===== config.mk =====
export PLATFORM = sky130hd
export DESIGN_NAME = frame_check_gen
export DESIGN_NICKNAME = d
export VERILOG_FILES = /design/src/rtl/frame_check_gen.sv
export SDC_FILE = /design/constraint.sdc
export NUM_CORES = 1
export LEC_CHECK = 0
export CORE_ASPECT_RATIO = 1.1
export CORE_MARGIN = 1
export CORE_UTILIZATION = 35
export DETAILED_ROUTE_END_ITERATION = 6
export GPL_TIMING_DRIVEN = 0
export PLACE_DENSITY = 0.5
export SLEW_MARGIN = 30
export SYNTH_ARGS = -nofsm -noshare
export SYNTH_HDL_FRONTEND = slang
export SYNTH_SLANG_ARGS = --single-unit

===== constraint.sdc =====
create_clock -name clk -period 4.4 [get_ports clk]
set_input_delay 1.1 -clock clk [delete_from_list [all_inputs] [get_ports clk]]
set_output_delay 1.1 -clock clk [all_outputs]
set_load 0.005 [all_outputs]

===== src/rtl/frame_check_gen.sv =====
// frame_check_gen: hunts the two-byte header, tracks byte position and length, checks PID/type/checksum,
// times out truncated frames and flags enquiries repeated inside the enquiry window.
module frame_check_gen #(
  parameter logic [7:0] HEAD0   = 8'hEB,
  parameter logic [7:0] HEAD1   = 8'h90,
  parameter logic [7:0] PID_A   = 8'h04,
  parameter logic [7:0] PID_B   = 8'h00,
  parameter int         LEN_W   = 9,
  parameter int         TO_CYC  = 12000,
  parameter int         ENQ_WIN = 12000000
) (
  input  logic             clk,
  input  logic             rst_n,
  input  logic             valid,
  input  logic [7:0]       rx_data,
  output logic             frame_done,
  output logic             frame_ok,
  output logic             HCE,
  output logic             PIE,
  output logic             ITE,
  output logic             CSE,
  output logic             LCE,
  output logic             ECE,
  output logic [7:0]       ins_type,
  output logic [LEN_W-1:0] addr
);
  localparam int TW = $clog2(TO_CYC + 1);
  localparam int EW = $clog2(ENQ_WIN + 1);

  typedef enum logic [2:0] {HUNT, H1, PID, TYPE, BODY, CK1, CK0} state_t;

  function automatic logic [LEN_W-1:0] len_of(input logic [7:0] t);
    case (t)
      8'h63:        len_of = LEN_W'(53);
      8'h87:        len_of = LEN_W'(25);
      8'h94, 8'h25: len_of = LEN_W'(9);
      8'h13:        len_of = LEN_W'(13);
      8'hFF, 8'hF0: len_of = LEN_W'(4);
      8'h76:        len_of = LEN_W'(268);
      default:      len_of = '0;
    endcase
  endfunction

  function automatic logic is_enq(input logic [7:0] t);
    is_enq = t == 8'h63 || t == 8'h13 || t == 8'h25;
  endfunction

  state_t           state_q, state_d;
  logic [LEN_W-1:0] addr_q, addr_d, len_q, len_d, tlen;
  logic [15:0]      sum_q, sum_d;
  logic [7:0]       ck_hi_q, ck_hi_d, typ_q, typ_d, ins_type_q, ins_type_d;
  logic             pid_bad_q, pid_bad_d, enq_hit_q, enq_hit_d;
  logic [TW-1:0]    to_cnt_q, to_cnt_d;
  logic [EW-1:0]    enq_cnt_q, enq_cnt_d;
  logic             done_q, done_d, ok_q, ok_d;
  logic             hce_q, hce_d, pie_q, pie_d, ite_q, ite_d, cse_q, cse_d, lce_q, lce_d, ece_q, ece_d;
  logic             fin, f_hce, f_ite, f_cse, f_lce, other_err;

  always_comb begin
    state_d    = state_q;
    addr_d     = addr_q;
    len_d      = len_q;
    sum_d      = sum_q;
    ck_hi_d    = ck_hi_q;
    typ_d      = typ_q;
    pid_bad_d  = pid_bad_q;
    enq_hit_d  = enq_hit_q;
    to_cnt_d   = (state_q == HUNT || valid) ? '0 : to_cnt_q + 1'b1;
    enq_cnt_d  = enq_cnt_q != '0 ? enq_cnt_q - 1'b1 : '0;
    done_d     = 1'b0;
    ok_d       = ok_q;
    hce_d      = hce_q;
    pie_d      = pie_q;
    ite_d      = ite_q;
    cse_d      = cse_q;
    lce_d      = lce_q;
    ece_d      = ece_q;
    ins_type_d = ins_type_q;
    fin        = 1'b0;
    f_hce      = 1'b0;
    f_ite      = 1'b0;
    f_cse      = 1'b0;
    f_lce      = 1'b0;
    tlen       = len_of(rx_data);
    if (!valid) begin
      if (state_q != HUNT && to_cnt_q == TW'(TO_CYC - 1)) begin
        fin   = 1'b1;
        f_lce = 1'b1;
      end
    end else begin
      case (state_q)
        HUNT: if (rx_data == HEAD0) begin
          state_d   = H1;
          addr_d    = LEN_W'(1);
          pid_bad_d = 1'b0;
          enq_hit_d = 1'b0;
          typ_d     = '0;
        end
        H1: if (rx_data == HEAD1) begin
          state_d = PID;
          addr_d  = LEN_W'(2);
        end else if (rx_data != HEAD0) begin
          fin   = 1'b1;
          f_hce = 1'b1;
        end
        PID: begin
          sum_d     = {8'h00, rx_data};
          pid_bad_d = rx_data != PID_A && rx_data != PID_B;
          state_d   = TYPE;
          addr_d    = LEN_W'(3);
        end
        TYPE: begin
          typ_d     = rx_data;
          enq_hit_d = is_enq(rx_data) && enq_cnt_q != '0;
          if (tlen == '0) begin
            fin   = 1'b1;
            f_ite = 1'b1;
          end else if (tlen == LEN_W'(4)) begin
            fin = 1'b1;
          end else begin
            sum_d   = sum_q + {8'h00, rx_data};
            len_d   = tlen;
            addr_d  = LEN_W'(4);
            state_d = BODY;
          end
        end
        BODY: begin
          sum_d   = sum_q + {8'h00, rx_data};
          addr_d  = addr_q + 1'b1;
          state_d = addr_q == len_q - LEN_W'(3) ? CK1 : BODY;
        end
        CK1: begin
          ck_hi_d = rx_data;
          addr_d  = addr_q + 1'b1;
          state_d = CK0;
        end
        CK0: begin
          fin   = 1'b1;
          f_cse = {ck_hi_q, rx_data} != sum_q;
        end
        default: state_d = HUNT;
      endcase
    end
    other_err = f_hce | pid_bad_d | f_ite | f_cse | f_lce;
    if (fin) begin
      state_d    = HUNT;
      addr_d     = '0;
      done_d     = 1'b1;
      hce_d      = f_hce;
      pie_d      = pid_bad_d;
      ite_d      = f_ite;
      cse_d      = f_cse;
      lce_d      = f_lce;
      ece_d      = enq_hit_d;
      ok_d       = !(other_err | enq_hit_d);
      ins_type_d = typ_d;
      // a clean enquiry (ECE alone does not disqualify it) restarts the repeat window
      if (is_enq(typ_d) && !other_err) enq_cnt_d = EW'(ENQ_WIN);
    end
  end

  always_ff @(posedge clk or negedge rst_n) begin
    if (!rst_n) begin
      state_q    <= HUNT;
      addr_q     <= '0;
      len_q      <= '0;
      sum_q      <= '0;
      ck_hi_q    <= '0;
      typ_q      <= '0;
      pid_bad_q  <= 1'b0;
      enq_hit_q  <= 1'b0;
      to_cnt_q   <= '0;
      enq_cnt_q  <= '0;
      done_q     <= 1'b0;
      ok_q       <= 1'b0;
      hce_q      <= 1'b0;
      pie_q      <= 1'b0;
      ite_q      <= 1'b0;
      cse_q      <= 1'b0;
      lce_q      <= 1'b0;
      ece_q      <= 1'b0;
      ins_type_q <= '0;
    end else begin
      state_q    <= state_d;
      addr_q     <= addr_d;
      len_q      <= len_d;
      sum_q      <= sum_d;
      ck_hi_q    <= ck_hi_d;
      typ_q      <= typ_d;
      pid_bad_q  <= pid_bad_d;
      enq_hit_q  <= enq_hit_d;
      to_cnt_q   <= to_cnt_d;
      enq_cnt_q  <= enq_cnt_d;
      done_q     <= done_d;
      ok_q       <= ok_d;
      hce_q      <= hce_d;
      pie_q      <= pie_d;
      ite_q      <= ite_d;
      cse_q      <= cse_d;
      lce_q      <= lce_d;
      ece_q      <= ece_d;
      ins_type_q <= ins_type_d;
    end
  end

  assign frame_done = done_q;
  assign frame_ok   = ok_q;
  assign HCE        = hce_q;
  assign PIE        = pie_q;
  assign ITE        = ite_q;
  assign CSE        = cse_q;
  assign LCE        = lce_q;
  assign ECE        = ece_q;
  assign ins_type   = ins_type_q;
  assign addr       = addr_q;
endmodule


==> impl_metrics.tcl <==
set metrics [dict create \
    status "finished with violations" \
    violations "DRC" \
    p_comb_frac 0.377 \
    final_area_um2 7090 \
    fin_nets 703 \
    vias 5074 \
    wl_per_cell_um 16.9 \
    finalWorstSetupSlack_ns 0.314 \
    grt_pass1_wl_um 26400 \
    synth-compound-area-share 0.157 \
    drtIter0Drc 307 \
    n_fill_cell 1723 \
    fin_crit_ns 4.09 \
    grt_pass1_vias 5148 \
    syn_area_per_cell_um2 9.62 \
    route.detailed.drc 1 \
    cts_buffers 9 \
    dp_hpwl_um 11300 \
    dieArea_um2 17900 \
    grt_max_degree 69 \
    synth_cells 632 \
    numPlacedInstances 902 \
    synthMuxAreaShare 0.0430 \
    synthXorXnorAreaFrac 0.0663 \
    coreArea_um2 17000 \
    ios 36 \
    rsz0062_at_grt "no" \
    fin_setup_tns_ns 0 \
    setup_viol 0 \
    clockBufferDepth 2 \
    crit_path_max_incr_delay_ns 0.76 \
    drt_pass1_iterations 7 \
    worstPathCellList "clkdlybuf4s50_1, ha_1, nor4_1, nand4_1, o41ai_2, o211ai_1, a2111oi_4, buf_4, nor3_1" \
    max_freq_mhz 245 \
    timing.hold.ws_ns 0.487 \
    utilization 0.417 \
    layoutNonFillerInstCount 918 \
    finalMaxSlewViolations 0 \
    numPortBuffers 35 \
    power_frac_clock 0.246 \
    yosys.area_share.adder 0.0280 \
    worstHoldPathType "reg -> reg" \
    cts_tree "built" \
    ant_nets 0 \
    setup.worst_path.start_class "input port" \
    via_per_inst 5.53 \
    clkSinkCount 106 \
    dieWidth_um 128 \
    ys_ff_latch 106 \
    worst_ep_required_time_ns 4.61 \
    placedInstanceArea_um2 6750 \
    async_flop_share 1.00 \
    finalHoldViolCount 0 \
    synth-edff-count 0 \
    start_util 0.357 \
    sequentialPowerShare 0.378 \
    clock_latency_ns 0.35 \
    rows 50 \
    slowest_stage "clkdlybuf4s50_1" \
    chipHeight_um 140 \
    syn_area_um2 6080 \
    p_per_area_nw_per_um2 509 \
    yosysSeqAreaShare 0.436 \
    dpl_worst_slack_ns -0.321 \
    synth_fp_nets 656 \
    final_common_cell "dfrtp_1" \
    htreeDepth 3 \
    synth.distinct_cells 73 \
    grt-ovfl-total 0 \
    slew-limit-headroom 0.485 \
    drive_gt1_frac 0.0936 \
    worstSetupPathType "in -> reg" \
    grtUsageTotal 0.186 \
    synth-simple-area-share 0.228 \
    n_antenna_cell 0 \
    endpoint_kind "register" \
    clock-root-buffer "clkbuf_16" \
    p_sw_frac 0.357 \
    cell_internal_pwr_mw 2.32 \
    p_leak_nw 2.95 \
    final_cell_mix "106 x dfrtp_1, 51 x nor2_1, 43 x nand2_1" \
    synth_top_family_by_area "simple AND/OR/NAND/NOR gates" \
    worstMarginPinSlew_ns 0.771 \
    critical_path_arrival_ns 4.30 \
    path_clk_slew_ns 0.07 \
    ir_drop_mv 0.235 \
    skew_ns 0.0107 \
    globalplace.congestion 0.859 \
    antenna_found_initial 0 \
    period_share 0.929 \
    synth_flop_cell "dfrtp_1" \
    p_total_mw 3.61 \
    power_switching_mw 1.29 \
    cap_violations 0 \
    syn_to_final_growth_pct 16.7 \
    hold_buffers 0 \
    path_max_fanout 10 \
    synth_warnings 0 \
    wl_um 15500 \
]
[repair_timing]
action / CTS / global route
resized for setup: 0 / 1
setup buffers: 0 / 0
setup endpoints to repair: 0 / 20
[layer usage]
| layer | wire length (um) | global-route usage | part of all wire | vias up |
|---|---|---|---|---|
| met2 | 7520 | 0.313 | 0.48 | 110 |
| met4 | 378 | 0.0768 | 0.024 | 0 |
| met3 | 458 | 0.0241 | 0.029 | 29 |
| met1 | 7190 | 0.239 | 0.46 | 2515 |
| li1 | - | - | - | 2420 |
| met5 | 0 | 0 | 0 | - |
[power by group through the flow]
stage	logic, mW	clock network (mW)	registers, mW
finish	1.36	0.887	1.36
global route	1.50	0.950	1.40
CTS	1.36	0.921	1.36
detailed placement	1.34	0	1.38
global placement	1.33	0	1.38
floorplan	0.897	0	1.35
[critical path, delay by kind of cell]
family	cells	cell delay [ns]
AO/OA/AOI/OAI	3	1.27
adder cells (fa/ha/maj)	1	0.35
buffers and inverters	2	1.04
AND/OR/NAND/NOR	3	0.53
[registers in the layout, summed over array words and instances (netlist names), 3 cells and up]
signal,cells
sum_q,16
typ_q,8
ck_hi_q,8
to_cnt_q,14
len_q,6
enq_cnt_q,24
ins_type,8
state_q,3
addr,9
[synthesized netlist by cell type (9+ instances only)]
| library cell | count | area share |
|---|---|---|
| nor3_1 | 35 | 0.029 |
| a21o_1 | 12 | 0.015 |
| xnor2_1 | 24 | 0.035 |
| mux2_2 | 17 | 0.031 |
| xor2_1 | 22 | 0.032 |
| inv_1 | 24 | 0.015 |
| nor4_1 | 9 | 0.0093 |
| o21ai_0 | 25 | 0.021 |
| or4_1 | 9 | 0.011 |
| a21oi_1 | 24 | 0.020 |
| or3_1 | 11 | 0.011 |
| nand2_1 | 43 | 0.027 |
| nand4_1 | 11 | 0.011 |
| clkbuf_1 | 18 | 0.011 |
| dfrtp_1 | 106 | 0.44 |
| ha_1 | 12 | 0.025 |
| nor2_1 | 51 | 0.031 |
| nand3_1 | 24 | 0.020 |
| o31ai_1 | 10 | 0.012 |
[cells by family after synthesis]
group	count (synthesis)
AND/OR/NAND/NOR	255
AO/OA/AOI/OAI	133
flip-flops	106
buffers and inverters	56
XOR/XNOR	46
multiplexers	23
adder cells (fa/ha/maj)	13
[layout make-up]
class                   count  area, um^2  area share
multi-input cells         470        3190       0.449
flip-flops and latches    106        2650       0.374
repair buffers             36         383      0.0540
well taps                 234         293      0.0413
clock buffers               9         225      0.0317
plain buffers              31         160      0.0226
clock inverters             7         101      0.0143
inverters                  25        93.8      0.0132
[worst paths after layout]
path / start / end / slack (ns) / cells after the start
setup / recovery: rx_data[1] / enq_cnt_q[19]$_DFF_PN0_ / 0.31 / 9
hold / removal: to_cnt_q[0]$_DFF_PN0_ / to_cnt_q[0]$_DFF_PN0_ / 0.49 / 1
setup reg to reg: sum_q[3]$_DFFE_PN0P_ / enq_cnt_q[19]$_DFF_PN0_ / 1.28 / 8
hold reg to reg: to_cnt_q[0]$_DFF_PN0_ / to_cnt_q[0]$_DFF_PN0_ / 0.49 / 1
max in group asynchronous: rst_n / enq_cnt_q[22]$_DFF_PN0_ / 3.14 / 2
min in group asynchronous: rst_n / ck_hi_q[1]$_DFFE_PN0P_ / 0.62 / 1
Power figures use the tool's default switching activity.
